--- src/rtl/cpu_pkg.sv ---
// rtl/cpu_pkg.sv - shared ALU, forwarding-select and result-select types
// Imported by id_ex_operand_stage and forward_unit.
package cpu_pkg;

  typedef enum logic [2:0] {
    ALU_ADD = 3'b000,
    ALU_SUB = 3'b001,
    ALU_AND = 3'b010,
    ALU_OR  = 3'b011,
    ALU_XOR = 3'b100,
    ALU_LUI = 3'b101,
    ALU_SLL = 3'b110,
    ALU_SRL = 3'b111
  } alu_ctrl_t;

  typedef enum logic [1:0] {
    FWD_RF    = 2'b00,
    FWD_MEMWB = 2'b01,
    FWD_EXMEM = 2'b10
  } fwd_sel_t;

  typedef logic [1:0] result_src_t;

endpackage

--- src/rtl/forward_unit.sv ---
// rtl/forward_unit.sv - picks the operand source for rs1/rs2 from EX/MEM, MEM/WB or the register file
// Only compiled in when FORWARDING_EN is defined.
`ifdef FORWARDING_EN
module forward_unit
  import cpu_pkg::*;
#(
  parameter int ADDR_WIDTH = 5
) (
  input  logic [ADDR_WIDTH-1:0] rs1,
  input  logic [ADDR_WIDTH-1:0] rs2,
  input  logic                  exmem_reg_write,
  input  logic [ADDR_WIDTH-1:0] exmem_rd,
  input  logic                  memwb_reg_write,
  input  logic [ADDR_WIDTH-1:0] memwb_rd,
  output fwd_sel_t              fwd1_sel,
  output fwd_sel_t              fwd2_sel
);

  // x0 is hardwired zero, so a write to it is never a valid forward source
  function automatic fwd_sel_t pick(input logic [ADDR_WIDTH-1:0] rs);
    fwd_sel_t sel;
    sel = FWD_RF;
    if (exmem_reg_write && (exmem_rd != '0) && (exmem_rd == rs)) begin
      sel = FWD_EXMEM;
    end else if (memwb_reg_write && (memwb_rd != '0) && (memwb_rd == rs)) begin
      sel = FWD_MEMWB;
    end
    return sel;
  endfunction

  always_comb begin
    fwd1_sel = pick(rs1);
    fwd2_sel = pick(rs2);
  end

endmodule
`endif

--- src/rtl/id_ex_operand_stage.sv ---
// rtl/id_ex_operand_stage.sv - ID/EX pipeline register with EX operand selection and branch target
// Optional forwarding from EX/MEM and MEM/WB when FORWARDING_EN is defined.
module id_ex_operand_stage
  import cpu_pkg::*;
#(
  parameter int DATA_WIDTH = 32,
  parameter int ADDR_WIDTH = 5
) (
  input  logic                  clk,
  input  logic                  rst,
  input  logic                  stall,
  input  logic                  flush,
  input  logic                  id_valid,
  input  logic [DATA_WIDTH-1:0] id_rd1,
  input  logic [DATA_WIDTH-1:0] id_rd2,
  input  logic [ADDR_WIDTH-1:0] id_rs1,
  input  logic [ADDR_WIDTH-1:0] id_rs2,
  input  logic [ADDR_WIDTH-1:0] id_rd,
  input  logic [DATA_WIDTH-1:0] id_imm,
  input  logic [DATA_WIDTH-1:0] id_pc,
  input  logic [2:0]            id_alu_ctrl,
  input  logic                  id_alu_src,
  input  logic                  id_reg_write,
  input  logic                  id_mem_write,
  input  logic [1:0]            id_result_src,
  input  logic                  id_branch,
  input  logic                  exmem_reg_write,
  input  logic [ADDR_WIDTH-1:0] exmem_rd,
  input  logic [DATA_WIDTH-1:0] exmem_result,
  input  logic                  memwb_reg_write,
  input  logic [ADDR_WIDTH-1:0] memwb_rd,
  input  logic [DATA_WIDTH-1:0] memwb_result,
  output logic [DATA_WIDTH-1:0] ALUop1,
  output logic [DATA_WIDTH-1:0] ALUop2,
  output logic [2:0]            ALUctrl,
  output logic [DATA_WIDTH-1:0] ex_store_data,
  output logic [DATA_WIDTH-1:0] ex_branch_tgt,
  output logic                  ex_valid,
  output logic [ADDR_WIDTH-1:0] ex_rd,
  output logic                  ex_reg_write,
  output logic                  ex_mem_write,
  output logic [1:0]            ex_result_src,
  output logic                  ex_branch
);

  logic [DATA_WIDTH-1:0] ex_rd1;
  logic [DATA_WIDTH-1:0] ex_rd2;
  logic [DATA_WIDTH-1:0] ex_imm;
  logic [DATA_WIDTH-1:0] ex_pc;
  logic [ADDR_WIDTH-1:0] ex_rs1;
  logic [ADDR_WIDTH-1:0] ex_rs2;
  alu_ctrl_t             ex_alu_ctrl;
  logic                  ex_alu_src;
  result_src_t           ex_rsrc;

  logic [DATA_WIDTH-1:0] fwd1;
  logic [DATA_WIDTH-1:0] fwd2;

  // Flush zeroes the data fields too, so a bubble looks identical to reset
  always_ff @(posedge clk) begin
    if (rst || flush) begin
      ex_valid     <= 1'b0;
      ex_rd1       <= '0;
      ex_rd2       <= '0;
      ex_imm       <= '0;
      ex_pc        <= '0;
      ex_rs1       <= '0;
      ex_rs2       <= '0;
      ex_rd        <= '0;
      ex_alu_ctrl  <= ALU_ADD;
      ex_alu_src   <= 1'b0;
      ex_reg_write <= 1'b0;
      ex_mem_write <= 1'b0;
      ex_rsrc      <= '0;
      ex_branch    <= 1'b0;
    end else if (!stall) begin
      ex_valid     <= id_valid;
      ex_rd1       <= id_rd1;
      ex_rd2       <= id_rd2;
      ex_imm       <= id_imm;
      ex_pc        <= id_pc;
      ex_rs1       <= id_rs1;
      ex_rs2       <= id_rs2;
      ex_rd        <= id_rd;
      ex_alu_ctrl  <= alu_ctrl_t'(id_alu_ctrl);
      ex_alu_src   <= id_alu_src;
      // Side-effecting controls are gated so a non-valid slot stays inert
      ex_reg_write <= id_valid & id_reg_write;
      ex_mem_write <= id_valid & id_mem_write;
      ex_rsrc      <= id_result_src;
      ex_branch    <= id_valid & id_branch;
    end
  end

`ifdef FORWARDING_EN
  fwd_sel_t fwd1_sel;
  fwd_sel_t fwd2_sel;

  forward_unit #(
    .ADDR_WIDTH(ADDR_WIDTH)
  ) u_forward_unit (
    .rs1            (ex_rs1),
    .rs2            (ex_rs2),
    .exmem_reg_write(exmem_reg_write),
    .exmem_rd       (exmem_rd),
    .memwb_reg_write(memwb_reg_write),
    .memwb_rd       (memwb_rd),
    .fwd1_sel       (fwd1_sel),
    .fwd2_sel       (fwd2_sel)
  );

  always_comb begin
    fwd1 = ex_rd1;
    fwd2 = ex_rd2;
    case (fwd1_sel)
      FWD_EXMEM: fwd1 = exmem_result;
      FWD_MEMWB: fwd1 = memwb_result;
      default:   fwd1 = ex_rd1;
    endcase
    case (fwd2_sel)
      FWD_EXMEM: fwd2 = exmem_result;
      FWD_MEMWB: fwd2 = memwb_result;
      default:   fwd2 = ex_rd2;
    endcase
  end
`else
  logic unused_fwd;

  assign fwd1       = ex_rd1;
  assign fwd2       = ex_rd2;
  assign unused_fwd = ^{ex_rs1, ex_rs2, exmem_reg_write, exmem_rd, exmem_result,
                        memwb_reg_write, memwb_rd, memwb_result};
`endif

  assign ALUop1        = fwd1;
  assign ALUop2        = ex_alu_src ? ex_imm : fwd2;
  assign ALUctrl       = ex_alu_ctrl;
  assign ex_store_data = fwd2;
  assign ex_branch_tgt = ex_pc + ex_imm;
  assign ex_result_src = ex_rsrc;

endmodule

--- config.mk ---
export PLATFORM = sky130hd
export DESIGN_NAME = id_ex_operand_stage
export DESIGN_NICKNAME = d
export VERILOG_FILES = /design/src/rtl/cpu_pkg.sv /design/src/rtl/forward_unit.sv /design/src/rtl/id_ex_operand_stage.sv
export SDC_FILE = /design/constraint.sdc
export NUM_CORES = 1
export LEC_CHECK = 0
export ABC_AREA = 1
export CAP_MARGIN = 10
export CORE_AREA = 2 2 145 147
export CTS_BUF_LIST = sky130_fd_sc_hd__clkbuf_4 sky130_fd_sc_hd__clkbuf_8
export DETAILED_ROUTE_END_ITERATION = 12
export DIE_AREA = 0 0 147 149
export PLACE_DENSITY = 0.76
export SLEW_MARGIN = 20
export SYNTH_ARGS = -nofsm -noshare
export SYNTH_HDL_FRONTEND = slang
export SYNTH_HIERARCHICAL = 1
export SYNTH_SLANG_ARGS = --single-unit
--- constraint.sdc ---
create_clock -name clk -period 2.9 [get_ports clk]
set_input_delay 0.725 -clock clk [delete_from_list [all_inputs] [get_ports clk]]
set_output_delay 0.725 -clock clk [all_outputs]
set_load 0.02 [all_outputs]
; ---- After elaboration in Yosys (flattened, before gate mapping)
; Cells that the tools add are included.
[totals]
register_bits = 143
output_inout_bits = 142
in_bits = 233
[op_classes]
muxes = 1
reduce_logical = 1
n_bitwise = 3
add_sub_neg = 1
[op_table]
columns = cell, n
row1 = 32-bit adder, 1
row2 = 32-bit 2-to-1 mux, 1
row3 = 1-bit bitwise AND, 3
row4 = 1-bit logical OR, 1

; ---- Depth between registers and ports, before layout
[depth]
word_depth = 1
depth_mapped = 12

; ---- Least setup slack after synthesis
; OpenSTA, ideal clock, no wires.
[synth_timing]
kind = register -> output
startpoint = register ex_imm[0]
endpoint = output port ex_branch_tgt[12]
stages_incl_launch_ff = 10
slack_ps = 409
arrival_time_ps = 1766
path_cell_list = dfxtp_1 -> ha_1 -> fa_1 -> nand3_1 -> nand3_2 -> nand2_1 -> nand2_2 -> nand2_1 -> nand2_2 -> xor2_1
[synth_via]
elab_chain_cells = 1
[synth_rtl]
columns = element, line_no
row1 = from (decl), id_ex_operand_stage.sv:48  ; logic [DATA_WIDTH-1:0] ex_imm;
row2 = from (signal assigned), id_ex_operand_stage.sv:80  ; ex_imm <= id_imm;
row3 = 32-bit adder, id_ex_operand_stage.sv:139  ; assign ex_branch_tgt = ex_pc + ex_imm;
row4 = to (decl), id_ex_operand_stage.sv:37  ; output logic [DATA_WIDTH-1:0] ex_branch_tgt,
; No other way between the ends.

; ---- Worst setup path in the final report
; Ends and elaborated chain as after synthesis.

==> impl_metrics.json <==
{
  "outcome": "complete, but fails checks",
  "violations": "negative setup slack",
  "ys_top_cells_by_area": "dfxtp_1 (38%), nand2_1 (24%), a21oi_1 (8.6%)",
  "clock-skew-final_ns": 0,
  "routed-via-count": 8462,
  "syn-mean-instance-area_um2": 6.42,
  "floorplan.rows": 53,
  "postLayoutSetupSlackWorst_ns": -0.0469,
  "timing.rr.start": "ex_alu_src",
  "clock_sinks": 143,
  "worst_path_dominant_cell_family": "adder cells",
  "final_layout_size_suffix_gt1_share_pct": 16.3,
  "worstPathRequired_ns": 2.17,
  "critical-path-slowest-cell": "fa_2",
  "finish.cell_count_without_fillers": 1788,
  "grt_setup_unrepaired": "yes",
  "worstRegToRegCells": 3,
  "layout.core_utilization_pct": 58.5,
  "synth_sequential_area_ratio_pct": 37.7,
  "max_clock_freq_mhz": 339,
  "p_per_area_nw_per_um2": 381,
  "list_of_cells_traversed_by_the_critical_path": "ha_4 > fa_2 > nand3_2 > nand3_2 > nand2_2 > nand2_4 > nand2_2 > nand2_4 > buf_6 > xor2_1 > buf_4",
  "wire_length_of_the_first_global_routing_pass_um": 39400,
  "worstPathMaxFanout": 4,
  "clockRootBuffer": "clkbuf_8",
  "whs_path_depth": 2,
  "io_pins": 375,
  "drt-pass1-iter-count": 6,
  "numPortBuffers": 288,
  "cellLeakagePower_nw": 5.31,
  "route.final.wire_length_um": 25800,
  "cts.clk_slew.worst_paths_ns": 0.09,
  "clockPowerShare_pct": 35.1,
  "h_tree_depth_reported_by_cts": 4,
  "cellInternalPower_mw": 3.30,
  "floorplan.core_area_um2": 20600,
  "tritoncts_clock_tree": "done",
  "max_cap_viol_count": 0,
  "post-place-cells": 1749,
  "worst-slew-pin-transition_ns": 0.749,
  "cts_made_buffers": 17,
  "number_of_antenna_violations_at_the_first_check_in_global_routing": 1,
  "power_mw": 4.59,
  "reg2reg_slack_ns": 1.92,
  "min_delay_startpoint": "ex_result_src[1]",
  "route.detailed.vias_per_inst": 4.73,
  "yosys_warnings": 6,
  "hold_buffers": 0,
  "netlist_instances": 1184,
  "horizontal_die_dimension_um": 147,
  "detailed_place.area_um2": 11100,
  "category_of_the_worst_setup_path_capture_point": "primary output",
  "final_nets": 1764,
  "register_share_of_total_power_pct": 45.5,
  "worstSetupPathType": "reg2out",
  "timing.final.crit_period_ns": 2.95,
  "fp.dieH_um": 149,
  "synth_fp_nets": 1449,
  "clk_latency_ns": 0.44,
  "final_std_cell_area_no_fill_um2": 12000,
  "critPathMaxStageDelay_ns": 0.40,
  "cp_num_buf_inv": 2,
  "sw_frac_of_total_pct": 28.0,
  "gpl.final_weighted_congestion": 0.852,
  "startpoint_type": "flop",
  "yosys_register_bits": 143,
  "detail_route.drc_violations": 0,
  "drt-wirelength-per-cell_um": 14.4,
  "cts_buffer_depth": 2,
  "syn-cell-area_um2": 7600,
  "finalHoldViolCount": 0,
  "drv_slew": 0,
  "synth_top_cell_by_area": "dfxtp_1",
  "grt_start_max_net_pins": 176,
  "initial_utilization_pct": 37.0,
  "die_footprint_um2": 21900,
  "synthDominantCellAreaShare_pct": 37.7,
  "timing.hold.ws_ns": 0.459,
  "drt_iter0_markers": 459,
  "crit_arrival_ns": 2.22,
  "vdd_ir_drop_max_uv": 322,
  "p_sw_mw": 1.28,
  "drt.antenna.violating_nets": 0,
  "layout_worst_path_cycle_share_pct": 102,
  "power.share.combinational_pct": 19.4,
  "maxSlewHeadroom_pct": 50.1,
  "yosys.cell_types.count": 22,
  "min_delay_worst_endpoint": "ex_result_src[1]",
  "setup-violations-final": 5,
  "min-delay-path-class": "reg2reg",
  "area.growth.synth_to_final_pct": 58.4,
  "grt_util_all_layers_pct": 22.6,
  "grt_pass1_vias": 7756,
  "timing.rr.end": "ex_alu_src",
  "grt_remaining_overflow": 0,
  "dp_hpwl_um": 18900
}
metal layers:
metal | global-route usage (%) | part of all wire (%)
met4 | 9.23 | 3.1
met3 | 6.64 | 6.3
met2 | 38.0 | 48
met1 | 27.2 | 42
met5 | 0 | 0
power by group through the flow:
stage	clock network, mW	registers (mW)	logic (mW)
after floorplan	0	2.16	0.335
after global placement	0	2.12	0.857
after detailed placement	0	2.12	0.862
after CTS	1.65	2.09	0.872
after global routing	1.75	2.09	0.959
final	1.61	2.09	0.890
worst min-delay path, cell delays in order, from the launching register on:
cell	delay, ns
dfxtp_1	0.32
nand2_1	0.05
a21oi_1	0.05
layout make-up:
cell class	count	area [um^2]
fillers	1910	8520
multi-input cells	841	4480
repair buffers	351	3350
flip-flops and latches	143	2920
inverters	145	546
well taps	275	344
clock buffers	20	263
clock inverters	12	136
diodes	1	2.50
cell families after synthesis:
group / count (synthesis) / synth area share [%]
AO/OA/AOI/OAI: 198 / 14.2
XOR/XNOR: 16 / 1.84
adder cells (fa/ha/maj): 32 / 5.37
buffers and inverters: 200 / 10.4
flip-flops: 143 / 37.7
AND/OR/NAND/NOR: 595 / 30.5
flip-flops by register name, summed over array words and instances, names as in the netlist:
| name | cells |
|---|---|
| ex_valid | 1 |
| ex_result_src | 2 |
| ex_imm | 32 |
| ex_alu_src | 1 |
| ex_store_data | 32 |
| ALUctrl | 3 |
| ALUop1 | 32 |
| ex_rd | 5 |
| ex_reg_write | 1 |
| ex_branch | 1 |
| ex_pc | 32 |
| ex_mem_write | 1 |
Yosys cell counts, drive strengths merged:
cell and instances:
or2 1, a21oi 131, nand4 4, dfxtp 143
fa 1, xor2 15, o21ai 32, clkbuf 28
xnor2 1, ha 31, buf 27, nor2 71
nand3 29, o21bai 2, a21o 1, a211oi 32
nor3 5, nand2 485, inv 145
timing repair:
action | in CTS | in global routing
setup buffers | 0 | 6
gates resized for setup | 165 | 91
pin swaps | 3 | 15
endpoints found under the setup margin | 41 | 30
through the flow:
| step | TNS, ns | worst slack [ns] |
|---|---|---|
| final | -0.135 | -0.0469 |
| after global routing | -1.49 | -0.180 |
| after CTS | -0.160 | -0.0604 |
| after detailed placement | -0.563 | -0.103 |
| after global placement | -0.289 | -0.0707 |
| after floorplan | 0 | 0.409 |
layout by cell type, fill, tap and decap left out, types with 2 or more instances in the layout:
master           netlist  layout
a211oi_1              32      32
a21oi_1              131     122
a21oi_2                0       9
buf_12                 0       4
buf_2                 26       4
buf_4                  1      72
buf_6                  0       7
bufinv_16              0       2
clkbuf_2               0       3
clkbuf_4               0       2
clkbuf_8               0      18
clkdlybuf4s50_1        0     255
clkinv_2               0       3
clkinv_4               0       3
clkinvlp_4             0       3
dfxtp_1              143     109
dfxtp_2                0      30
dfxtp_4                0       4
dlygate4sd2_1          0       4
dlymetal6s2s_1         0       2
ha_1                  31       2
ha_4                   0      29
inv_1                145     141
inv_2                  0       3
inv_6                  0       2
nand2_1              478     459
nand2_2                7      22
nand2_4                0       4
nand3_1               26      22
nand3_2                3       7
nand4_1                4       4
nor2_1                71      62
nor2_2                 0       9
nor3_2                 0       4
o21ai_0               32      32
o21bai_1               2       2
xor2_1                15      15
worst max path at each step:
| stage | startpoint | to | cells past startpoint | slack [ns] |
|---|---|---|---|---|
| floorplan | ex_imm[0] | ex_branch_tgt[12] | 9 | 0.41 |
| global placement | ex_imm[0] | ex_branch_tgt[30] | 11 | -0.07 |
| detailed placement | ex_imm[0] | ex_branch_tgt[30] | 11 | -0.10 |
| CTS | ex_imm[0] | ex_branch_tgt[28] | 13 | -0.06 |
| global route | ex_imm[0] | ex_branch_tgt[30] | 12 | -0.18 |
| finish | ex_imm[0] | ex_branch_tgt[12] | 11 | -0.05 |
No activity file was read; power rests on OpenSTA's default activity.
==> variant 1 (same settings) <==
Set the parameter `DATA_WIDTH` to 24 (it was 32).
--- a/src/rtl/id_ex_operand_stage.sv
+++ b/src/rtl/id_ex_operand_stage.sv
@@ -4,5 +4,5 @@
   import cpu_pkg::*;
 #(
-  parameter int DATA_WIDTH = 32,
+  parameter int DATA_WIDTH = 24,
   parameter int ADDR_WIDTH = 5
 ) (
Ports: changed (10 resized); port bits go from 375 to 295. The function was not compared with the original's and may differ.
==> variant 1 against the unedited design <==
Area after synthesis down 24%; sequential cell count down 32; setup slack better by 0.14 ns; total power down 31%; first-iteration DRC count down 35%; count of clock-buffer cells in the layout down 10; critical path depth down 3; wire length down 25%; global-route usage down 5.5 points; register-to-register slack better by 0.18 ns; design area down 25%; highest routed layer unchanged.
==> variant 1: results (changes against the unedited design) <==
yosys:
  ys_seq_area_frac: 0.383  # +0.00661
  synthTopCellsByArea: "dfxtp_1 (38%), nand2_1 (22%), a21oi_1 (8.7%)"
  synth-main-ff-cell: "dfxtp_1"
  synth_commonest_cells: "nand2_1 (347), dfxtp_1 (111), a21oi_1 (101), inv_1 (100), nor2_1 (43)"
  syn_nets: 1090  # -25%
  synth_cell_types: 27  # +23%
power_and_ir_drop:
  leakagePower_nw: 3.81  # -28%
  peakVddDrop_mv: 0.249  # -23%
  p_int_mw: 2.26  # -32%
sta:
  slew_headroom: 0.628  # +0.127
route:
  first_pass_iters: 5  # -1
  via_per_inst: 4.48  # -5.4%
  post_drt_wl_per_cell_um: 13.9  # -3.5%
  drtIter0Drc: 297  # -35%
global_routing:
  grt_pass1_wl_um: 30100  # -24%
  grt_usage: 0.171  # -0.0546
  grt_pass1_vias: 6009  # -23%
  grt_max_degree: 88  # -50%
place:
  gp_congestion: 0.867  # +1.7%
  place_area_mm2: 0.00850  # -23%
  port_buffers: 224  # -22%
  post-place-ws_ns: -0.0670  # +0.0357 ns
cells_and_area:
  nets: 1315  # -25%
  fillerInstances: 2113  # +11%
  final_layout_size_suffix_gt1_frac: 0.128  # -0.0349
run_status:
  outcome: "finished, final reports clean"
clock_network:
  cts_buffers: 9  # -8
  clock_latency_ns: 0.37  # -0.07 ns
  htreeDepth: 3  # -1
worst_setup_path:
  critPathArrivalTime_ns: 2.08  # -0.14 ns
-- variant 1: cell count changes in the layout (fill, tap and decap cells not counted), sizes merged, moves of 20 or more --
cell	change
clkdlybuf4s50	-54
dfxtp	-32
a21oi	-30
nor2	-20
inv	-44
nand2	-131
buf	-45
-- variant 1: final cells by class --
cell class | count | area share
Multi-Input combinational cell | 628 | 0.374
Timing Repair Buffer | 255 | 0.275
Sequential cell | 111 | 0.250
Inverter | 101 | 0.0422
Tap cell | 275 | 0.0383
Clock buffer | 10 | 0.0153
Clock inverter | 6 | 0.00488
Antenna cell | 1 | 0.000279
-- variant 1: power by group through the flow --
stage          logic, mW  clock network (mW)  registers [mW]
2_1_floorplan      0.256                   0            1.67
3_3_place_gp       0.662                   0            1.64
3_5_place_dp       0.666                   0            1.64
4_1_cts            0.671               0.930            1.61
5_1_grt            0.728               0.980            1.63
6_report           0.671               0.887            1.62
-- variant 1: logic make-up (layout without fill, tap and decap cells) --
| family | Yosys count | count (layout) | synth area share |
|---|---|---|---|
| other cells | 0 | 1 | 0 |
| xor+xnor | 13 | 13 | 0.0196 |
| flops | 111 | 111 | 0.383 |
| buf+inv | 142 | 372 | 0.0959 |
| simple gates | 442 | 442 | 0.309 |
| fa+ha+maj | 24 | 24 | 0.0531 |
| compound gates | 149 | 149 | 0.139 |
-- variant 1: repair_timing --
item                                    in CTS  in global routing
resized for setup                           78                 56
gates cloned                                 0                  0
setup buffers                                0                  0
pin swaps                                    1                  2
hold buffers                                 0                  0
endpoints found under the setup margin      22                 20
-- variant 1: final timing paths --
kind	startpoint	to	slack, ns	cells past startpoint
worst max register to register	ex_imm[5]	ex_imm[5]	2.10	3
worst min register to register	ex_rd[3]	ex_rd[3]	0.47	2
worst min-delay path	ex_rd[3]	ex_rd[3]	0.47	2
worst max-delay path	ex_imm[0]	ex_branch_tgt[22]	0.1	8
-- variant 1: stage by stage --
step / power [mW] / util / std cells
2_1_floorplan: 1.93 / - / 881
3_5_place_dp: 2.31 / 0.414 / 1370
5_1_grt: 3.34 / 0.437 / 1387
4_1_cts: 3.22 / 0.430 / 1386
6_report: 3.18 / 0.437 / 1387
3_3_place_gp: 2.30 / 0.414 / 1370
-- variant 1: per-layer routing --
metal / global-route usage / vias up / part of all wire
li1: - / 3217 / -
met1: 0.202 / 2765 / 0.42
met2: 0.296 / 204 / 0.48
met3: 0.0557 / 27 / 0.078
met4: 0.0543 / 0 / 0.023
met5: 0 / - / 0
-- variant 1: critical path: stages (launching register included) --
cell and delay [ns]:
dfxtp_1 0.35, ha_4 0.18, fa_2 0.40, nand2_1 0.10, nand3_2 0.12, nand2_1 0.11, nand4_1 0.10, nand2_1 0.08
clkdlybuf4s15_2 0.26
==> variant 2 (same flow settings) <==
Made on the original files. Build with the macro `FORWARDING_EN` defined.
--- a/src/rtl/forward_unit.sv
+++ b/src/rtl/forward_unit.sv
@@ -1,4 +1,6 @@
 // rtl/forward_unit.sv - picks the operand source for rs1/rs2 from EX/MEM, MEM/WB or the register file
 // Only compiled in when FORWARDING_EN is defined.
+`define FORWARDING_EN
+
 `ifdef FORWARDING_EN
 module forward_unit
Behaviour: not the same (a bounded check fails within 4 cycles, from zero or initial values).
==> variant 2 against the unedited design <==
The flow still finishes with violations (setup timing); area after synthesis increased by 27%; register-to-register slack worse by 0.09 ns; non-clock buffer count is 210 higher; global-route usage up 19 points; total power increased by 27%; wire length grew 100%; sequential power rose by 7%; clock skew did not move; design area grew 50%; via count grew 65%; clock power grew 19%; setup slack got worse by 0.53 ns; sequential cell count increased by 10; critical path type unchanged; critical endpoint is now ALUop2[25]; largest power group unchanged.
==> variant 2: results (changes against the unedited design) <==
yosys:
  yosysMostFrequentCell: "nand2_1"
  synth_commonest_cells: "nand2_1 (725), a21oi_1 (300), dfxtp_1 (153), inv_1 (132), nor2_1 (116)"
  yosysWarnings: 6  # unchanged
  synthTopCellsByArea: "dfxtp_1 (32%), nand2_1 (28%), a21oi_1 (16%)"
  syn_nets: 1900  # +31%
  synth_cell_types: 25  # +14%
  synth_compound_area_frac: 0.159  # +0.0172
  syn_inst: 1631  # +38%
  synthXorXnorAreaFrac: 0.0218  # +0.00340
  ys_seq_area_frac: 0.318  # -0.0585
  yosys.area_share.adder: 0.0476  # -0.00610
run_status:
  outcome: "finished with violations"
  violations: "setup timing"
sta:
  setup_ws_ns: -0.573  # -0.526 ns
  hold_viol: 0  # unchanged
  timing.setup.tns_ns: -47.34  # -47.21 ns
  finClkSkew_ns: 0  # unchanged
  slew_headroom: 0.514  # +0.0132
  fin_worst_hold_slack_ns: 0.469  # +0.00952 ns
  finalSetupViolCount: 119  # +114
worst_setup_path:
  slowest_delay_ns: 0.37  # -0.03 ns
  critPathArrivalTime_ns: 2.75  # +0.53 ns
  critPathMaxFanout: 6  # +2
  cp_slowest_cell: "dfxtp_4"
  r2r_setup_slack_ns: 1.83  # -0.09 ns
place:
  gp_congestion: 0.972  # +14%
  place_hpwl_um: 32700  # +73%
  place_area_mm2: 0.0151  # +36%
  port_buffers: 374  # +30%
route:
  via_per_inst: 5.79  # +22%
  first_pass_iters: 7  # +1
  post_drt_wl_per_cell_um: 21.5  # +49%
  drtIter0Drc: 1363  # +200%
power_and_ir_drop:
  leakagePower_nw: 8.04  # +51%
  seq_power_mw: 2.23  # +7%
  powerClk_mw: 1.91  # +19%
  peakVddDrop_mv: 0.288  # -11%
  p_switching_mw: 1.84  # +44%
global_routing:
  grt_pass1_vias: 12700  # +64%
  grt_usage: 0.417  # +0.191
  grt_max_degree: 155  # -12%
  antenna_found_initial: 3  # +2
  grt_pass1_wl_um: 71000  # +80%
cells_and_area:
  final_layout_size_suffix_gt1_frac: 0.378  # +0.215
  stdcell_count: 2420  # +35%
  fillerInstances: 1086  # -43%
  nets: 2397  # +36%
clock_network:
  clock_latency_ns: 0.48  # +0.04 ns
  cts_max_path_buffers: 2  # unchanged
  path_clk_slew_ns: 0.09  # about the same
  root_buffer: "clkbuf_8"
min_path:
  hold_path_class: "register to register"
## variant 2: critical path: cells and delay by family (launching register included)
kind                     cells  cell delay, ns
flip-flops                   1            0.37
AO/OA/AOI/OAI                1            0.16
adder cells (fa/ha/maj)      1            0.21
AND/OR/NAND/NOR              8            0.71
buffers and inverters        6            0.80
## variant 2: metal layers
layer / vias up / wire (um) / global-route usage
met2: 1103 / 24600 / 0.728
met5: - / 0 / 0
li1: 6119 / - / -
met4: 0 / 3880 / 0.218
met3: 336 / 5190 / 0.0685
met1: 6445 / 18400 / 0.496
## variant 2: stage by stage
stage | setup WS [ns] | total power, mW
after floorplan | -0.145 | 2.84
after global placement | -1.38 | 3.66
after detailed placement | -1.40 | 3.67
after CTS | -0.444 | 5.65
after global routing | -0.610 | 5.97
final | -0.573 | 5.82
## variant 2: worst paths after layout
| check | startpoint | end | cells after the start |
|---|---|---|---|
| max | ex_rs2[1] | ALUop2[25] | 16 |
| min | ALUctrl[2] | ALUctrl[2] | 2 |
| max reg2reg | ex_alu_src | ex_alu_src | 3 |
| min reg2reg | ALUctrl[2] | ALUctrl[2] | 2 |
## variant 2: repair_timing
item                       4_1_cts  5_1_grt
pin swaps                       48       75
setup buffers                   13        8
hold buffers                     0        0
hold endpoints to repair         0        0
gates resized for setup        986      258
gates cloned                    10        0
setup endpoints to repair      126      121
## variant 2: final cells by class
| type | count | area (um^2) | area share |
|---|---|---|---|
| multi-input combinational | 1261 | 7770 | 0.432 |
| timing repair buffer | 561 | 5720 | 0.318 |
| sequential | 153 | 3150 | 0.175 |
| inverter | 134 | 552 | 0.0307 |
| tap | 275 | 344 | 0.0191 |
| clock buffer | 19 | 255 | 0.0142 |
| clock inverter | 13 | 194 | 0.0108 |
| antenna | 4 | 10.0 | 0.000556 |
